$ cat config.mk
export PLATFORM = sky130hd
export DESIGN_NAME = xnor_correlator
export DESIGN_NICKNAME = d
export VERILOG_FILES = /design/src/rtl/xnor_corr_pkg.sv /design/src/rtl/xnor_vec.sv /design/src/rtl/xnor_correlator.sv
export SDC_FILE = /design/constraint.sdc
export NUM_CORES = 1
export LEC_CHECK = 0
export ABC_AREA = 1
export CAP_MARGIN = 20
export CORE_MARGIN = 2
export CORE_UTILIZATION = 30
export DETAILED_ROUTE_END_ITERATION = 8
export PLACE_DENSITY = 0.57
export SYNTH_ARGS = -nofsm -noshare
export SYNTH_HDL_FRONTEND = slang
export SYNTH_SLANG_ARGS = --single-unit
$ cat constraint.sdc
create_clock -name i_clk -period 5.5 [get_ports i_clk]
set_clock_uncertainty 0.05 [all_clocks]
set_input_delay 0.825 -clock i_clk [delete_from_list [all_inputs] [get_ports i_clk]]
set_output_delay 0.825 -clock i_clk [all_outputs]
set_load 0.02 [all_outputs]
$ cat src/rtl/xnor_corr_pkg.sv
// Shared types and helpers for the XNOR pattern correlator.
// Holds the FSM state encoding, the score-width derivation and a popcount.
// No logic of its own.
package xnor_corr_pkg;

  // Widest window the popcount helper can accept (zero-extended input).
  localparam int POP_MAX_W = 256;

  // FILL: collecting the first N bits after reset/LOAD; RUN: window is valid.
  typedef enum logic [0:0] {
    ST_FILL = 1'b0,
    ST_RUN  = 1'b1
  } state_e;

  // Score must represent 0..N inclusive.
  function automatic int score_width(input int n);
    return $clog2(n + 1);
  endfunction

  // Number of set bits in a zero-extended vector.
  function automatic int popcount(input logic [POP_MAX_W-1:0] v);
    int c;
    c = 0;
    for (int i = 0; i < POP_MAX_W; i++) begin
      c += int'(v[i]);
    end
    return c;
  endfunction

endpackage

$ cat src/rtl/xnor_vec.sv
// Bitwise XNOR bank: eq[i] is 1 where a[i] and b[i] agree.
// Latency: purely combinational.
// Backpressure: none, no flow control.
module xnor_vec #(
  parameter int N = 8
) (
  input  logic [N-1:0] i_a,
  input  logic [N-1:0] i_b,
  output logic [N-1:0] o_eq
);

  assign o_eq = ~(i_a ^ i_b);

endmodule

$ cat src/rtl/xnor_correlator.sv
// Bit-serial correlator: shifts DIN into an N-bit window, scores it against a pattern.
// Latency: SCORE/MATCH/HITS update one edge after the bit that completes a window.
// Backpressure: none; DVALID gaps simply freeze the window, LOAD restarts the fill.
module xnor_correlator
  import xnor_corr_pkg::*;
#(
  parameter int  N  = 8,
  parameter int  CW = 8,
  localparam int SW = score_width(N)
) (
  input  logic          i_clk,
  input  logic          i_rst_n,
  input  logic          i_load,
  input  logic [N-1:0]  i_pat,
  input  logic          i_din,
  input  logic          i_dvalid,
  input  logic [SW-1:0] i_thresh,
  output logic [SW-1:0] o_score,
  output logic          o_match,
  output logic          o_ready,
  output logic [CW-1:0] o_hits
);

  logic [N-1:0]  r_win;
  logic [N-1:0]  r_pat;
  logic [SW-1:0] r_fill_cnt;
  state_e        r_state;
  logic          r_score_pend;
  logic [SW-1:0] r_score;
  logic          r_match;
  logic [CW-1:0] r_hits;

  logic [N-1:0]  w_eq;
  logic [SW-1:0] w_pop;
  logic          w_hit;

  xnor_vec #(.N(N)) u_xnor_vec (
    .i_a  (r_win),
    .i_b  (r_pat),
    .o_eq (w_eq)
  );

  // Agreement count of the current window; threshold compared at the scoring edge.
  assign w_pop = SW'(popcount(POP_MAX_W'(w_eq)));
  assign w_hit = (w_pop >= i_thresh);

  // Window shift, fill counting, FILL->RUN transition and the score-pending flag.
  // LOAD wins over a same-cycle DVALID, so that bit never enters the window.
  always_ff @(posedge i_clk or negedge i_rst_n) begin
    if (!i_rst_n) begin
      r_pat        <= '0;
      r_win        <= '0;
      r_fill_cnt   <= '0;
      r_state      <= ST_FILL;
      r_score_pend <= 1'b0;
    end else if (i_load) begin
      r_pat        <= i_pat;
      r_win        <= '0;
      r_fill_cnt   <= '0;
      r_state      <= ST_FILL;
      r_score_pend <= 1'b0;
    end else begin
      r_score_pend <= 1'b0;
      if (i_dvalid) begin
        r_win <= {r_win[N-2:0], i_din};
        if (r_state == ST_RUN) begin
          r_score_pend <= 1'b1;
        end else if (r_fill_cnt == SW'(N - 1)) begin
          // This bit completes the first window: score it too.
          r_state      <= ST_RUN;
          r_fill_cnt   <= '0;
          r_score_pend <= 1'b1;
        end else begin
          r_fill_cnt <= r_fill_cnt + SW'(1);
        end
      end
    end
  end

  // Score/match registers and saturating hit counter, updated one edge after a scored bit.
  // LOAD clears them and also drops any score pending from the previous edge.
  always_ff @(posedge i_clk or negedge i_rst_n) begin
    if (!i_rst_n) begin
      r_score <= '0;
      r_match <= 1'b0;
      r_hits  <= '0;
    end else if (i_load) begin
      r_score <= '0;
      r_match <= 1'b0;
      r_hits  <= '0;
    end else if (r_score_pend) begin
      r_score <= w_pop;
      r_match <= w_hit;
      if (w_hit && (r_hits != {CW{1'b1}})) begin
        r_hits <= r_hits + CW'(1);
      end
    end else begin
      r_match <= 1'b0;
    end
  end

  assign o_score = r_score;
  assign o_match = r_match;
  assign o_ready = (r_state == ST_RUN);
  assign o_hits  = r_hits;

endmodule

**After elaboration in Yosys (flattened, before gate mapping)**

Index checks and enable logic that the tools add are counted.

- Bits in registers: 35
- Bits of input ports: 17
- Output and inout port bits: 14
- Logic and storage cells: 48

- Add/subtract/negate cells: 9
- $lt $le $gt $ge: 1
- Equal/unequal tests: 3
- Multiplexer cells: 19
- Bitwise operators: 2
- Reduce and logical (&&, ||, !) cells: 6

Operators by type and width:

| operator | number |
|---|---|
| 8-bit 2-to-1 mux | 5 |
| 4-bit 2-to-1 mux | 6 |
| 4-bit by 1-bit adder with 4-bit output | 4 |
| 8-bit by 1-bit adder with 8-bit output, second input constant | 1 |
| 1-bit 2-to-1 mux | 8 |
| 8-bit != test, second input constant | 1 |
| 8-bit inverter | 1 |
| 8-bit XOR | 1 |
| 2-bit nonzero test | 3 |
| 3-bit by 1-bit adder with 4-bit output | 1 |
| 4-bit by 1-bit adder with 4-bit output, second input constant | 1 |
| 4-bit by 3-bit == test with 1-bit output, second input constant | 1 |
| 4-bit greater-or-equal comparator | 1 |
| 2-bit AND reduction | 2 |
| 2-bit by 1-bit adder with 3-bit output | 1 |
| 1-bit by 1-bit adder with 2-bit output | 1 |
| 2-bit != test, second input constant | 1 |
| 1-bit logical AND | 1 |

**Logic depth before layout (Yosys ltp)**

Gate-level depths: netlist (run 1).

- Word-level depth: 14
- Depth in mapped cells: 19
- Depth with buffers taken out: 19

**Modules after synthesis**

Synthesis (run 1) repeated with hierarchy kept, for this count alone.

- Cell total of the unflattened synthesis: 270
- Area, all modules: 2028.2 µm²

By module, submodules not included:

| module | times used | cells each | area each (µm²) | sequential area each (µm²) |
|---|---|---|---|---|
| xnor_correlator | 1 | 230 | 1878.1 | 875.8 |
| xnor_vec | 1 | 40 | 150.1 | 0.0 |

**Worst setup path before layout (run 1)**

Ideal clock, no wire load.

- Path kind: register to register
- Start: reg r_win[0]
- End: reg r_hits[3], in the netlist o_hits[3]
- Setup time: 0.118 ns
- Arrival: 3.753 ns
- Path slack: 1.580 ns
- Cell stages (with the launch flop): 20
- Buffers on the path: 0
- Period minus slack after synthesis: 3.920 ns
- Cells stage by stage: dfrtp_1 -> xor2_1 -> fa_1 -> fa_1 -> inv_1 -> fa_1 -> ha_1 -> inv_1 -> fa_1 -> xor2_1 -> inv_1 -> ha_1 -> nand2_1 -> inv_1 -> nand2_1 -> nand3_1 -> nand3_4 -> nand2_4 -> nand2_1 -> nand2_1

- Word-level cells in the longest chain between the ends: 13

RTL lines:

| item | line | text |
|---|---|---|
| from (decl) | xnor_correlator.sv:24 | `logic [N-1:0] r_win;` |
| from (signal assigned) | xnor_correlator.sv:65 | `r_win <= {r_win[N-2:0], i_din};` |
| 8-bit XOR | xnor_vec.sv:12 | `assign o_eq = ~(i_a ^ i_b);` |
| 8-bit inverter | xnor_vec.sv:12 |  |
| 1-bit by 1-bit adder with 2-bit output | xnor_corr_pkg.sv:25 | `c += int'(v[i]);` |
| 2-bit by 1-bit adder with 3-bit output | xnor_corr_pkg.sv:25 |  |
| 3-bit by 1-bit adder with 4-bit output | xnor_corr_pkg.sv:25 |  |
| 4-bit by 1-bit adder with 4-bit output (4 in a row) | xnor_corr_pkg.sv:25 |  |
| 4-bit greater-or-equal comparator | xnor_correlator.sv:45 | `assign w_hit = (w_pop >= i_thresh);` |
| 1-bit logical AND | xnor_correlator.sv:94 | `if (w_hit && (r_hits != {CW{1'b1}})) begin` |
| 2-bit nonzero test (no source line) | -- |  |
| 2-bit AND reduction (no source line) | -- |  |
| to (signal assigned) | xnor_correlator.sv:95 | `r_hits <= r_hits + CW'(1);` |
| to (decl) | xnor_correlator.sv:31 | `logic [CW-1:0] r_hits;` |

No other way between the ends.
A chain may end at the register's enable or synchronous reset.

**Worst setup path after layout (run 1)**

- Start: reg r_win[0]
- End: reg r_hits[0], in the netlist o_hits[0]

The elaborated chain is that of the path after synthesis.

==> summary.txt, run 1 <==
Floorplanning
  – Core outline area: 6310 µm²
  – Starting Density: a little under a third
  – X dimension of the die: roughly 85 µm
  – Full die area: 7140 µm²
  – Io pins: 31
  – Die Y-Extent: 84.5 µm
  – Number of cell rows: 29

Clocking
  – CTS buffer count: 5
  – Post-CTS clock slew at the launch and capture registers of the worst setup and hold paths: roughly 0.080 ns
  – TritonCTS clock tree: built
  – Number of buffers added to fix hold violations after cts: 0
  – Clock latency at the later pin of the worst-skew pair: 0.29 ns
  – Clock tree root buffer cell: sky130_fd_sc_hd__clkbuf_8
  – Clk sinks: 35
  – Post-CTS Setup Repair Bufs: 0
  – Max H-tree Level: 2
  – Number of instances resized during post-cts repair: 0
  – Maximum buffer depth of the clock tree: 2

Place
  – Detailed placer's ending HPWL: ~3000 µm
  – Final RePlAce weighted congestion: between 0.7 and 0.8
  – Worst slack, placed: ~1.3 ns
  – Quantity of I/O buffers inserted on ports: 30

Timing
  – Setup repair after global routing missed its margin: no
  – Final Slew Violations: 0
  – Post-Route Setup TNS: 0 ns
  – Time the worst path needs with I/O delays and setup: 4.18 ns
  – Fin. Hold Viols: 0
  – Final cycle utilization of the critical path: 75.9%
  – Worst relative slew slack: 45.1%
  – Transition time at the pin with the least slew margin: 0.821 ns
  – Finish-stage setup viols: 0
  – Fin worst setup slack: 1.32 ns
  – Highest clock rate: ~0.24 GHz

Synthesis
  – Fraction of synthesized cell area taken by the top area cell type: 45.0%
  – Ys Warns: 0
  – Proportion of synthesized area in mux cells: 0%
  – Leading cell types by count after synthesis: 64 x sky130_fd_sc_hd__nand2_1, 35 x sky130_fd_sc_hd__dfrtp_1, 34 x sky130_fd_sc_hd__inv_1
  – Adder-Cell Fraction of Synth Area: 9.91%
  – Fraction of synthesis flops using an asynchronous set or reset pin: 100%
  – Post-Synth XOR/XNOR Area: between 5 and 6%
  – Share of synthesized area occupied by flip-flops and latches: 45.0%
  – Synthesized instance count: 230
  – Count of cell types in the netlist: 26
  – Flops & latches, synth: 35
  – Area of the mapped netlist: 1940 µm²
  – Leading cell types by total area after synthesis: sky130_fd_sc_hd__dfrtp_1 45%, sky130_fd_sc_hd__nand2_1 12%, sky130_fd_sc_hd__inv_1 6.6%, sky130_fd_sc_hd__ha_1 5.8%, sky130_fd_sc_hd__nand3_1 4.4%
  – Post-Synthesis Net Count: 260
  – Complex-gate fraction of the synthesized area: 5.73%
  – Most common cell in the synthesized netlist: sky130_fd_sc_hd__nand2_1
  – Mapped Avg Cell Area: 8.45 µm²
  – Dominant combinational cell family by area after synthesis: simple AND/OR/NAND/NOR gates
  – Post-synthesis share of cell area spent on and, or, nand and nor gates: 25.0%
  – Number of enable-type register cells in the synthesized netlist: 0
  – Post-synth top flop: sky130_fd_sc_hd__dfrtp_1
  – Cell taking the most area after synthesis: sky130_fd_sc_hd__dfrtp_1

GRT
  – Met3 Track Usage GR: 3.93%
  – Maximum number of pins on one net before global-route repair: 36
  – Global-route wire length before repair: between 7000 and 8000 µm
  – GRT Max-Usage Layer: met2
  – Met1 layer usage reported by global route: 16.2%
  – Number of antenna violations at the first check in global routing: 0
  – Global Route met2 Usage: 20.5%
  – Overall track demand over capacity in global routing: between 10% and 20%
  – Global-route congestion overflow total: 0
  – Number of global-route vias before repair: 1557

Critical path
  – Worst setup path startpoint: r_win[0]
  – FF-to-FF End: o_hits[0]
  – Endpoint required time on the critical path: about 5.6 ns
  – Worst EP arrival: 4.31 ns
  – Depth of the worst register-to-register path: 19
  – Crit-path max FO: 9
  – Critical R2R Launch: r_win[0]
  – Nature of the critical path endpoint: flip-flop
  – End point of the critical path: o_hits[0]
  – Startpoint type of the worst setup path: flip-flop
  – Classification of the worst setup path: reg -> reg
  – Reg2reg setup slack: 1.32 ns

Hold path
  – Startpoint of the tightest hold check path: r_pat[0]
  – Class of the tightest hold or removal check: reg -> reg
  – Hold Path Stages: 2

Layout
  – Ant. Diodes: 0
  – Fill count: 670
  – Share of post-route cells with drive strength above 1: 7.20%
  – Layout overhead on the synthesized area: 24.9%
  – Final net count: about 290

Power and ir drop
  – P per Cell Area: 294 nW/µm²
  – Worst supply voltage drop on vdd: 0.164 mV
  – Leakage dissipation: ~1.2 nW

Drt
  – DRC errors left: 0
  – DRC violation total after the first TritonRoute iteration: 49
  – Detailed Routing Iterations Pass 1: 6
  – Residual antenna-violating net count after detailed routing: 0
  – Final wirelength: around 4000 µm
  – Average routed wire per standard cell: 11.7 µm
  – Via total after detailed routing: 1536
  – Via density per instance: 4.50

Run status
  – Run status: finished clean

Run
  – Max cap viols: 0
[sequential cells by signal (all words and copies together), names as in the netlist]
register	flops
r_score_pend	1
o_hits	8
r_fill_cnt	4
o_score	4
o_ready	1
o_match	1
r_win	8
r_pat	8
[worst min path at each step]
stage	end	slack, ns
floorplan	r_pat[0]	0.41
global placement	r_pat[0]	0.43
detailed placement	r_pat[0]	0.43
CTS	r_pat[0]	0.45
global route	r_fill_cnt[0]	0.48
finish	r_pat[0]	0.45
[layout by cell type (no fill, tap or decap)]
cell type                         Yosys  layout
sky130_fd_sc_hd__nand2_1             64      64
sky130_fd_sc_hd__dfrtp_1             35      35
sky130_fd_sc_hd__inv_1               34      34
sky130_fd_sc_hd__clkdlybuf4s50_1      0      30
sky130_fd_sc_hd__nand3_1             17      17
sky130_fd_sc_hd__nor2_1              15      15
sky130_fd_sc_hd__xor2_1               9       9
sky130_fd_sc_hd__ha_1                 9       9
sky130_fd_sc_hd__o22ai_1              7       7
sky130_fd_sc_hd__o21ai_1              5       5
sky130_fd_sc_hd__clkbuf_8             0       5
sky130_fd_sc_hd__xnor2_1              4       4
sky130_fd_sc_hd__a21oi_1              4       4
sky130_fd_sc_hd__fa_1                 4       4
sky130_fd_sc_hd__nand4_1              3       3
sky130_fd_sc_hd__o21ai_0              3       3
sky130_fd_sc_hd__nand2_2              3       3
sky130_fd_sc_hd__inv_2                1       1
sky130_fd_sc_hd__or2_2                1       1
sky130_fd_sc_hd__nor2_4               1       1
sky130_fd_sc_hd__nor2_2               1       1
sky130_fd_sc_hd__nand3_2              1       1
sky130_fd_sc_hd__nand3_4              1       1
sky130_fd_sc_hd__o31ai_1              1       1
sky130_fd_sc_hd__nand2_4              1       1
sky130_fd_sc_hd__nor3_1               1       1
sky130_fd_sc_hd__clkinv_2             0       1
sky130_fd_sc_hd__clkinv_4             0       1
sky130_fd_sc_hd__bufinv_16            0       1
sky130_fd_sc_hd__buf_4                3       1
[metrics by stage]
| stage | hold slack [ns] | instance area [µm²] | util (%) | power (mW) | std cells |
|---|---|---|---|---|---|
| after floorplan | 0.411 | 1940 | - | 0.427 | 230 |
| after global placement | 0.429 | 2320 | 36.7 | 0.479 | 333 |
| after detailed placement | 0.430 | 2320 | 36.7 | 0.487 | 333 |
| after CTS | 0.451 | 2430 | 38.5 | 0.724 | 341 |
| after global routing | 0.484 | 2430 | 38.5 | 0.777 | 341 |
| final | 0.447 | 2430 | 38.5 | 0.714 | 341 |
[routing by layer]
metal | vias up | wire [µm]
met5 | - | 0
li1 | 785 | -
met4 | 0 | 21
met1 | 714 | 1900
met2 | 34 | 1890
met3 | 3 | 174
[where the power goes]
| part | internal, mW | switching (mW) |
|---|---|---|
| logic | 0.0856 | 0.120 |
| registers | 0.265 | 0.00743 |
| clock network | 0.135 | 0.101 |
| total | 0.486 | 0.228 |
[worst max-delay path, cell delays in order, from the launching register on]
cell                      delay (ns)
sky130_fd_sc_hd__dfrtp_1        0.39
sky130_fd_sc_hd__xor2_1         0.19
sky130_fd_sc_hd__fa_1           0.51
sky130_fd_sc_hd__fa_1           0.54
sky130_fd_sc_hd__inv_1          0.05
sky130_fd_sc_hd__fa_1           0.49
sky130_fd_sc_hd__ha_1           0.16
sky130_fd_sc_hd__inv_1          0.05
sky130_fd_sc_hd__fa_1           0.40
sky130_fd_sc_hd__xor2_1         0.19
sky130_fd_sc_hd__inv_1          0.06
sky130_fd_sc_hd__ha_1           0.29
sky130_fd_sc_hd__nand2_1        0.06
sky130_fd_sc_hd__inv_1          0.03
sky130_fd_sc_hd__nand2_1        0.05
sky130_fd_sc_hd__nand3_1        0.16
sky130_fd_sc_hd__nand3_4        0.17
sky130_fd_sc_hd__nand2_4        0.08
sky130_fd_sc_hd__nand2_1        0.08
sky130_fd_sc_hd__nand2_1        0.05
[area by class of cell]
| type | instances | area, µm² | area share [%] |
|---|---|---|---|
| multi-input combinational | 155 | 905 | 37.2 |
| tap | 77 | 96.3 | 3.97 |
| timing repair buffer | 31 | 308 | 12.7 |
| inverter | 35 | 131 | 5.41 |
| sequential | 35 | 876 | 36.1 |
| clock inverter | 3 | 43.8 | 1.80 |
| clock buffer | 5 | 68.8 | 2.83 |
[kinds of logic after synthesis]
group | Yosys count
AO/OA/AOI/OAI | 20
XOR/XNOR | 13
adder cells (fa/ha/maj) | 13
buffers and inverters | 40
flip-flops | 35
AND/OR/NAND/NOR | 109
No activity file was read; power rests on OpenSTA's default activity.
==> run 2: changes to the inputs <==
==> constraint.sdc (replaced) <==
create_clock -name i_clk -period 4.02 [get_ports i_clk]
set_clock_uncertainty 0.05 [all_clocks]
set_input_delay 0.603 -clock i_clk [delete_from_list [all_inputs] [get_ports i_clk]]
set_output_delay 0.603 -clock i_clk [all_outputs]
set_load 0.02 [all_outputs]
==> run 2 against run 1 <==
Net effect: die area unchanged; power up 50%; worst hold slack got worse by 0.0011 ns; sequential share of layout area shrank 1.9 points; register-to-register slack got worse by 1.3 ns; largest power group is now combinational cells; maximum frequency is 4.3% higher; largest cell class unchanged; final cell count rose by 1.8%.
==> summary.txt, run 2 (same netlist as run 1, synthesis figures left out) <==
Run status
  – Run status: finished clean

Floorplanning
  – Number of cell rows: 29 (unchanged)
  – X dimension of the die: 84.5 µm (unchanged)
  – Io pins: 31 (unchanged)
  – Core outline area: 6310 µm² (unchanged)
  – Die Y-Extent: 84.5 µm (unchanged)
  – Full die area: 7140 µm² (unchanged)
  – Starting Density: 30.8% (unchanged)

Clocking
  – Max H-tree Level: 2 (unchanged)
  – CTS buffer count: 5 (unchanged)
  – Post-CTS clock slew at the launch and capture registers of the worst setup and hold paths: 0.07 ns (about the same)
  – TritonCTS clock tree: built
  – Clock tree root buffer cell: sky130_fd_sc_hd__clkbuf_8
  – Maximum buffer depth of the clock tree: 2 (unchanged)
  – Clock latency at the later pin of the worst-skew pair: 0.29 ns (about the same)
  – Clk sinks: 35 (unchanged)
  – Number of buffers added to fix hold violations after cts: 0 (unchanged)

Critical path
  – FF-to-FF End: o_hits[2]
  – Depth of the worst register-to-register path: 17 (-2)
  – Crit-path max FO: 6 (-3)
  – Reg2reg setup slack: 0.02 ns (-1.31 ns)
  – Nature of the critical path endpoint: flip-flop
  – Startpoint type of the worst setup path: flip-flop
  – Classification of the worst setup path: reg -> reg
  – Critical R2R Launch: r_pat[1]
  – Worst EP arrival: 4.18 ns (-0.13 ns)
  – Endpoint required time on the critical path: 4.20 ns (-1.43 ns)

Power and ir drop
  – Worst supply voltage drop on vdd: 0.295 mV (+80%)
  – Portion of total power attributed to combinational logic: 40.8% (+12 points)
  – Clock group share of total power: 24.3% (-8.7 points)
  – Internal: 705 µW (+45%)
  – Flop pwr share: 34.9% (-3.3 points)
  – Switch Pwr: 366 µW (+61%)
  – Share of total power consumed by net switching: 34.2% (+2.3 points)
  – Leakage dissipation: 1.22 nW (+2.1%)
  – P per Cell Area: 419 nW/µm² (+42%)

Drt
  – Average routed wire per standard cell: 11.5 µm (-1.4%)
  – DRC violation total after the first TritonRoute iteration: 42 (-14%)
  – DRC errors left: 0 (unchanged)
  – Via total after detailed routing: 1572 (+2.3%)
  – Residual antenna-violating net count after detailed routing: 0 (unchanged)
  – Via density per instance: 4.53 (+0.57%)
  – Detailed Routing Iterations Pass 1: 4 (-2)
  – Final wirelength: 4000 µm (+0.30%)

Layout
  – Share of post-route cells with drive strength above 1: 17.8% (+11 points)
  – Final design instance area without fill: 2560 µm² (+5.4%)
  – Final core area utilization: 40.5% (+2.1 points)
  – Most common cell after layout, fill and taps aside: sky130_fd_sc_hd__nand2_1
  – Post-Layout Cell Count: 347 (+1.8%)
  – Fill count: 642 (-4.2%)
  – Layout overhead on the synthesized area: 31.7%
  – Highest-count cells in the layout ignoring fill and taps: 55 x sky130_fd_sc_hd__nand2_1, 35 x sky130_fd_sc_hd__dfrtp_1, 30 x sky130_fd_sc_hd__inv_1, 30 x sky130_fd_sc_hd__clkdlybuf4s50_1, 16 x sky130_fd_sc_hd__nand3_1
  – Ant. Diodes: 0 (unchanged)
  – Final net count: 300 (+2.4%)

Timing
  – Fin. Hold Viols: 0 (unchanged)
  – Final Slew Violations: 0 (unchanged)
  – Post-Route Setup TNS: 0 ns (unchanged)
  – Highest clock rate: 0.250 GHz (+4.3%)
  – Hold slack: 0.446 ns (-0.00110 ns)
  – Worst relative slew slack: 65.5% (+20 points)
  – Finish-stage setup viols: 0 (unchanged)
  – Time the worst path needs with I/O delays and setup: 4.00 ns (-0.172 ns)
  – Transition time at the pin with the least slew margin: 0.517 ns (-0.304 ns)
  – Setup repair after global routing missed its margin: yes
  – Final cycle utilization of the critical path: 99.6% (+24 points)

Hold path
  – Sink of the worst hold path: r_pat[0]
  – Class of the tightest hold or removal check: reg -> reg
  – Hold Path Stages: 2 (unchanged)
  – Startpoint of the tightest hold check path: r_pat[0]

GRT
  – Maximum number of pins on one net before global-route repair: 36 (unchanged)
  – Number of antenna violations at the first check in global routing: 0 (unchanged)
  – Global-route congestion overflow total: 0 (unchanged)
  – Number of global-route vias before repair: 1563 (+0.39%)
  – Global-route wire length before repair: 6960 µm (-3.3%)
  – Overall track demand over capacity in global routing: 12.1% (-0.44 points)

Place
  – Quantity of I/O buffers inserted on ports: 30 (unchanged)
  – Cell count after placement: 337 (+1.2%)
  – Final RePlAce weighted congestion: 0.790 (+0.74%)
  – Cell area after placement: 2350 µm² (+1.3%)
  – Detailed placer's ending HPWL: 2850 µm (-3.1%)

Run
  – Max cap viols: 0 (unchanged)
==> run 2: cell types whose count changed in the layout (fill, tap and decap cells not counted), sizes merged <==
cell | previous run | this run
clkinv | 2 | 1
buf | 1 | 7
clkbuf | 5 | 6
bufinv | 1 | 0
nand3 | 19 | 20
==> run 2: worst max path at each step <==
stage	start	endpoint	slack [ns]	cells past startpoint
detailed placement	r_win[0]	o_hits[4]	-0.15	19
global route	r_pat[1]	o_hits[3]	-0.18	17
finish	r_pat[1]	o_hits[2]	0.02	17
floorplan	r_win[0]	o_hits[3]	0.1	19
CTS	r_win[3]	o_hits[4]	-0.07	18
global placement	r_win[0]	o_hits[2]	-0.05	19
==> run 2: metrics by stage <==
stage / power [mW] / worst slack [ns]
2_1_floorplan: 0.584 / 0.0999
3_3_place_gp: 0.686 / -0.0454
3_5_place_dp: 0.696 / -0.152
4_1_cts: 1.00 / -0.0723
5_1_grt: 1.16 / -0.182
6_report: 1.07 / 0.0154
==> run 2: routing by layer <==
metal	GRT usage, %	wire length, µm
met2	19.3	1810
met4	4.76	65
met1	15.6	1940
met3	3.15	182
met5	0	0
==> run 2: final cells by class <==
type	instances	area (µm²)	share of cell area, %
well taps	77	96.3	3.76
clock buffers	6	82.6	3.23
flip-flops and latches	35	876	34.2
multi-input cells	156	1020	39.7
clock inverters	1	5.00	0.196
inverters	35	131	5.13
repair buffers	37	353	13.8
==> run 2: power by group through the flow <==
stage / Clock [mW] / Combinational, mW / Sequential [mW]
floorplan: 0 / 0.205 / 0.379
global placement: 0 / 0.307 / 0.380
detailed placement: 0 / 0.316 / 0.380
CTS: 0.269 / 0.363 / 0.373
global route: 0.284 / 0.497 / 0.376
finish: 0.260 / 0.438 / 0.374
==> run 2: repair_timing <==
item / in CTS / in global routing
pin swaps: 4 / 17
gates resized for setup: 4 / 21
setup endpoints to repair: 8 / 9
setup buffers: 1 / 1
cloned: 1 / 0
==> run 2: worst max-delay path, stage by stage, from the launching register on <==
cell and delay [ns]:
sky130_fd_sc_hd__dfrtp_1 0.41, sky130_fd_sc_hd__xor2_2 0.19, sky130_fd_sc_hd__fa_1 0.49, sky130_fd_sc_hd__fa_1 0.50, sky130_fd_sc_hd__inv_2 0.04, sky130_fd_sc_hd__fa_1 0.51
sky130_fd_sc_hd__ha_2 0.18, sky130_fd_sc_hd__inv_2 0.04, sky130_fd_sc_hd__fa_2 0.35, sky130_fd_sc_hd__xor2_2 0.16, sky130_fd_sc_hd__inv_1 0.09, sky130_fd_sc_hd__ha_4 0.27
sky130_fd_sc_hd__nand4_1 0.16, sky130_fd_sc_hd__nand3_4 0.14, sky130_fd_sc_hd__nand3_4 0.11, sky130_fd_sc_hd__nand2_4 0.13, sky130_fd_sc_hd__nand2_2 0.06, sky130_fd_sc_hd__nand2_1 0.06
==> run 3: changes to the inputs <==
--- a/config.mk
+++ b/config.mk
@@ -10,7 +10,8 @@
 export CORE_MARGIN = 2
 export CORE_UTILIZATION = 30
 export DETAILED_ROUTE_END_ITERATION = 8
-export PLACE_DENSITY = 0.57
+export PLACE_DENSITY = 0.46
 export SYNTH_ARGS = -nofsm -noshare
 export SYNTH_HDL_FRONTEND = slang
 export SYNTH_SLANG_ARGS = --single-unit
+export TNS_END_PERCENT = 5
==> run 3 against run 2 <==
Net effect: first-iteration DRC count grew 40%; core utilization up 0.12 points; clock power up 27%; critical path depth rose by 1; critical endpoint is now o_hits[7]; highest routed layer unchanged.
==> summary.txt, run 3 (same netlist as run 1, synthesis figures left out) <==
Critical path
  – Critical R2R Launch: r_win[1]
  – Depth of the worst register-to-register path: 18 (+1)
  – Crit-path max FO: 4 (-2)
  – Endpoint required time on the critical path: 4.19 ns (about the same)
  – List of cells traversed by the critical path: xor2_2, fa_1, fa_1, inv_1, fa_1, ha_2, inv_2, fa_2, inv_2, ha_4, nand2_1, nand2_1, nand2_2, nand3_4, nand2_1, nand2_1, nand2_1, nor2_1
  – Classification of the worst setup path: reg -> reg
  – Nature of the critical path endpoint: flip-flop
  – Critical path depth: 18 (+1)
  – Startpoint type of the worst setup path: flip-flop
  – Max stage delay cell, worst path: sky130_fd_sc_hd__fa_2
  – Worst setup path startpoint: r_win[1]
  – Cell seen most often among critical-path stages: sky130_fd_sc_hd__nand2_1
  – Worst EP arrival: 4.09 ns (-0.09 ns)
  – Worst stage delay on the critical path: 0.54 ns (+0.03 ns)
  – CP bufs+invs: 3 (unchanged)
  – Delay-heaviest family, CP: adder cells

Layout
  – Most common cell after layout, fill and taps aside: sky130_fd_sc_hd__nand2_1
  – Highest-count cells in the layout ignoring fill and taps: 63 x sky130_fd_sc_hd__nand2_1, 35 x sky130_fd_sc_hd__dfrtp_1, 32 x sky130_fd_sc_hd__inv_1
  – Layout overhead on the synthesized area: 32.0%
  – Final net count: 301 (+0.33%)
  – Share of post-route cells with drive strength above 1: 14.3% (-3.4 points)
  – Ant. Diodes: 0 (unchanged)
  – Fill count: 671 (+4.5%)
  – Final core area utilization: 40.7% (+0.12 points)

Drt
  – Residual antenna-violating net count after detailed routing: 0 (unchanged)
  – DRC violation total after the first TritonRoute iteration: 59 (+40%)
  – Average routed wire per standard cell: 12.3 µm (+6.3%)
  – DRC errors left: 0 (unchanged)
  – Final wirelength: 4280 µm (+7.0%)
  – Via density per instance: 4.46 (-1.6%)
  – Detailed Routing Iterations Pass 1: 4 (unchanged)
  – Via total after detailed routing: 1555 (-1.1%)

Clocking
  – Maximum buffer depth of the clock tree: 2 (unchanged)
  – Max H-tree Level: 2 (unchanged)
  – Clk sinks: 35 (unchanged)
  – Post-CTS clock slew at the launch and capture registers of the worst setup and hold paths: 0.08 ns (about the same)
  – Clock tree root buffer cell: sky130_fd_sc_hd__clkbuf_8
  – CTS buffer count: 5 (unchanged)
  – Number of buffers added to fix hold violations after cts: 0 (unchanged)
  – Clock latency at the later pin of the worst-skew pair: 0.29 ns (about the same)
  – TritonCTS clock tree: built

Run status
  – Run status: finished clean

Timing
  – Highest clock rate: 0.255 GHz (+2.2%)
  – Final cycle utilization of the critical path: 97.5% (-2.2 points)
  – Worst relative slew slack: 63.1% (-2.3 points)
  – Transition time at the pin with the least slew margin: 0.552 ns (+0.0348 ns)
  – Fin. Hold Viols: 0 (unchanged)
  – Final Slew Violations: 0 (unchanged)
  – Finish-stage setup viols: 0 (unchanged)
  – Setup repair after global routing missed its margin: yes
  – Time the worst path needs with I/O delays and setup: 3.92 ns (-0.0869 ns)
  – Fin worst setup slack: 0.102 ns (+0.0869 ns)

Place
  – Worst slack, placed: -0.139 ns (+0.0130 ns)
  – Final RePlAce weighted congestion: 0.794 (+0.54%)
  – Quantity of I/O buffers inserted on ports: 30 (unchanged)
  – Detailed placer's ending HPWL: 2970 µm (+3.9%)

GRT
  – Maximum number of pins on one net before global-route repair: 36 (unchanged)
  – Overall track demand over capacity in global routing: 13.3% (+1.2 points)
  – Number of global-route vias before repair: 1627 (+4.1%)
  – Global-route wire length before repair: 7490 µm (+7.7%)
  – Global-route congestion overflow total: 0 (unchanged)
  – Number of antenna violations at the first check in global routing: 0 (unchanged)

Hold path
  – Hold Path Stages: 2 (unchanged)
  – Startpoint of the tightest hold check path: r_pat[0]
  – Class of the tightest hold or removal check: reg -> reg

Power and ir drop
  – Switch Pwr: 356 µW (-2.8%)
  – Clock group share of total power: 29.3% (+5.0 points)
  – Flop pwr share: 33.1% (-1.8 points)
  – Leakage dissipation: 1.24 nW (+1.5%)
  – Portion of total power attributed to combinational logic: 37.7% (-3.1 points)
  – Worst supply voltage drop on vdd: 0.201 mV (-32%)
  – P per Cell Area: 441 nW/µm² (+5.3%)
  – Share of total power consumed by net switching: 31.5% (-2.7 points)
  – Internal: 775 µW (+9.9%)

Floorplanning
  – Io pins: 31 (unchanged)
  – Core outline area: 6310 µm² (unchanged)
  – Number of cell rows: 29 (unchanged)
  – Starting Density: 30.8% (unchanged)
  – Full die area: 7140 µm² (unchanged)
  – X dimension of the die: 84.5 µm (unchanged)
  – Die Y-Extent: 84.5 µm (unchanged)

Run
  – Max cap viols: 0 (unchanged)
==> run 3: area by class of cell <==
| type | instances | area, µm² | area share, % |
|---|---|---|---|
| Multi-Input combinational cell | 156 | 986 | 38.4 |
| Sequential cell | 35 | 876 | 34.1 |
| Clock inverter | 2 | 35.0 | 1.36 |
| Clock buffer | 6 | 82.6 | 3.22 |
| Timing Repair Buffer | 38 | 360 | 14.0 |
| Inverter | 35 | 131 | 5.12 |
| Tap cell | 77 | 96.3 | 3.75 |
==> run 3: power groups by stage <==
stage	combinational (mW)	clock [mW]	sequential, mW
finish	0.426	0.331	0.374
global placement	0.330	0	0.380
CTS	0.411	0.346	0.373
floorplan	0.205	0	0.379
global route	0.491	0.359	0.375
detailed placement	0.336	0	0.380
==> run 3: what timing repair did <==
action                     4_1_cts  5_1_grt
setup endpoints to repair        8        9
pin swaps                        8        4
gates cloned                     1        0
resized for setup                8        5
buffers inserted                 2        0
==> run 3: layer usage <==
layer	global-route usage, %	vias to the layer above	routed length [µm]
met2	21.4	23	2030
met4	5.19	0	78
met5	0	-	0
li1	-	808	-
met1	17.3	718	2000
met3	3.15	6	163
==> run 3: path summary, 6_finish.rpt <==
path                              to  slack (ns)
setup / recovery           o_hits[7]        0.10
hold / removal              r_pat[0]        0.46
setup reg to reg           o_hits[7]        0.10
hold reg to reg             r_pat[0]        0.46
max in group asynchronous   r_win[6]        2.92
min in group asynchronous   r_pat[6]        0.68
==> run 3: tightest hold or removal path, delay by kind of cell, from the launching register on <==
family	cells	cell delay [ns]
DFF	1	0.37
and+or+nand+nor	2	0.11
==> run 3: metrics by stage <==
stage | instances | TNS [ns] | hold WS [ns] | cell area (µm²) | power (mW)
finish | 349 | 0 | 0.458 | 2570 | 1.13
global route | 349 | -0.886 | 0.482 | 2570 | 1.23
CTS | 349 | 0 | 0.455 | 2550 | 1.13
detailed placement | 338 | -0.994 | 0.432 | 2350 | 0.716
global placement | 338 | -0.325 | 0.437 | 2350 | 0.710
floorplan | 230 | 0 | 0.257 | 1940 | 0.584
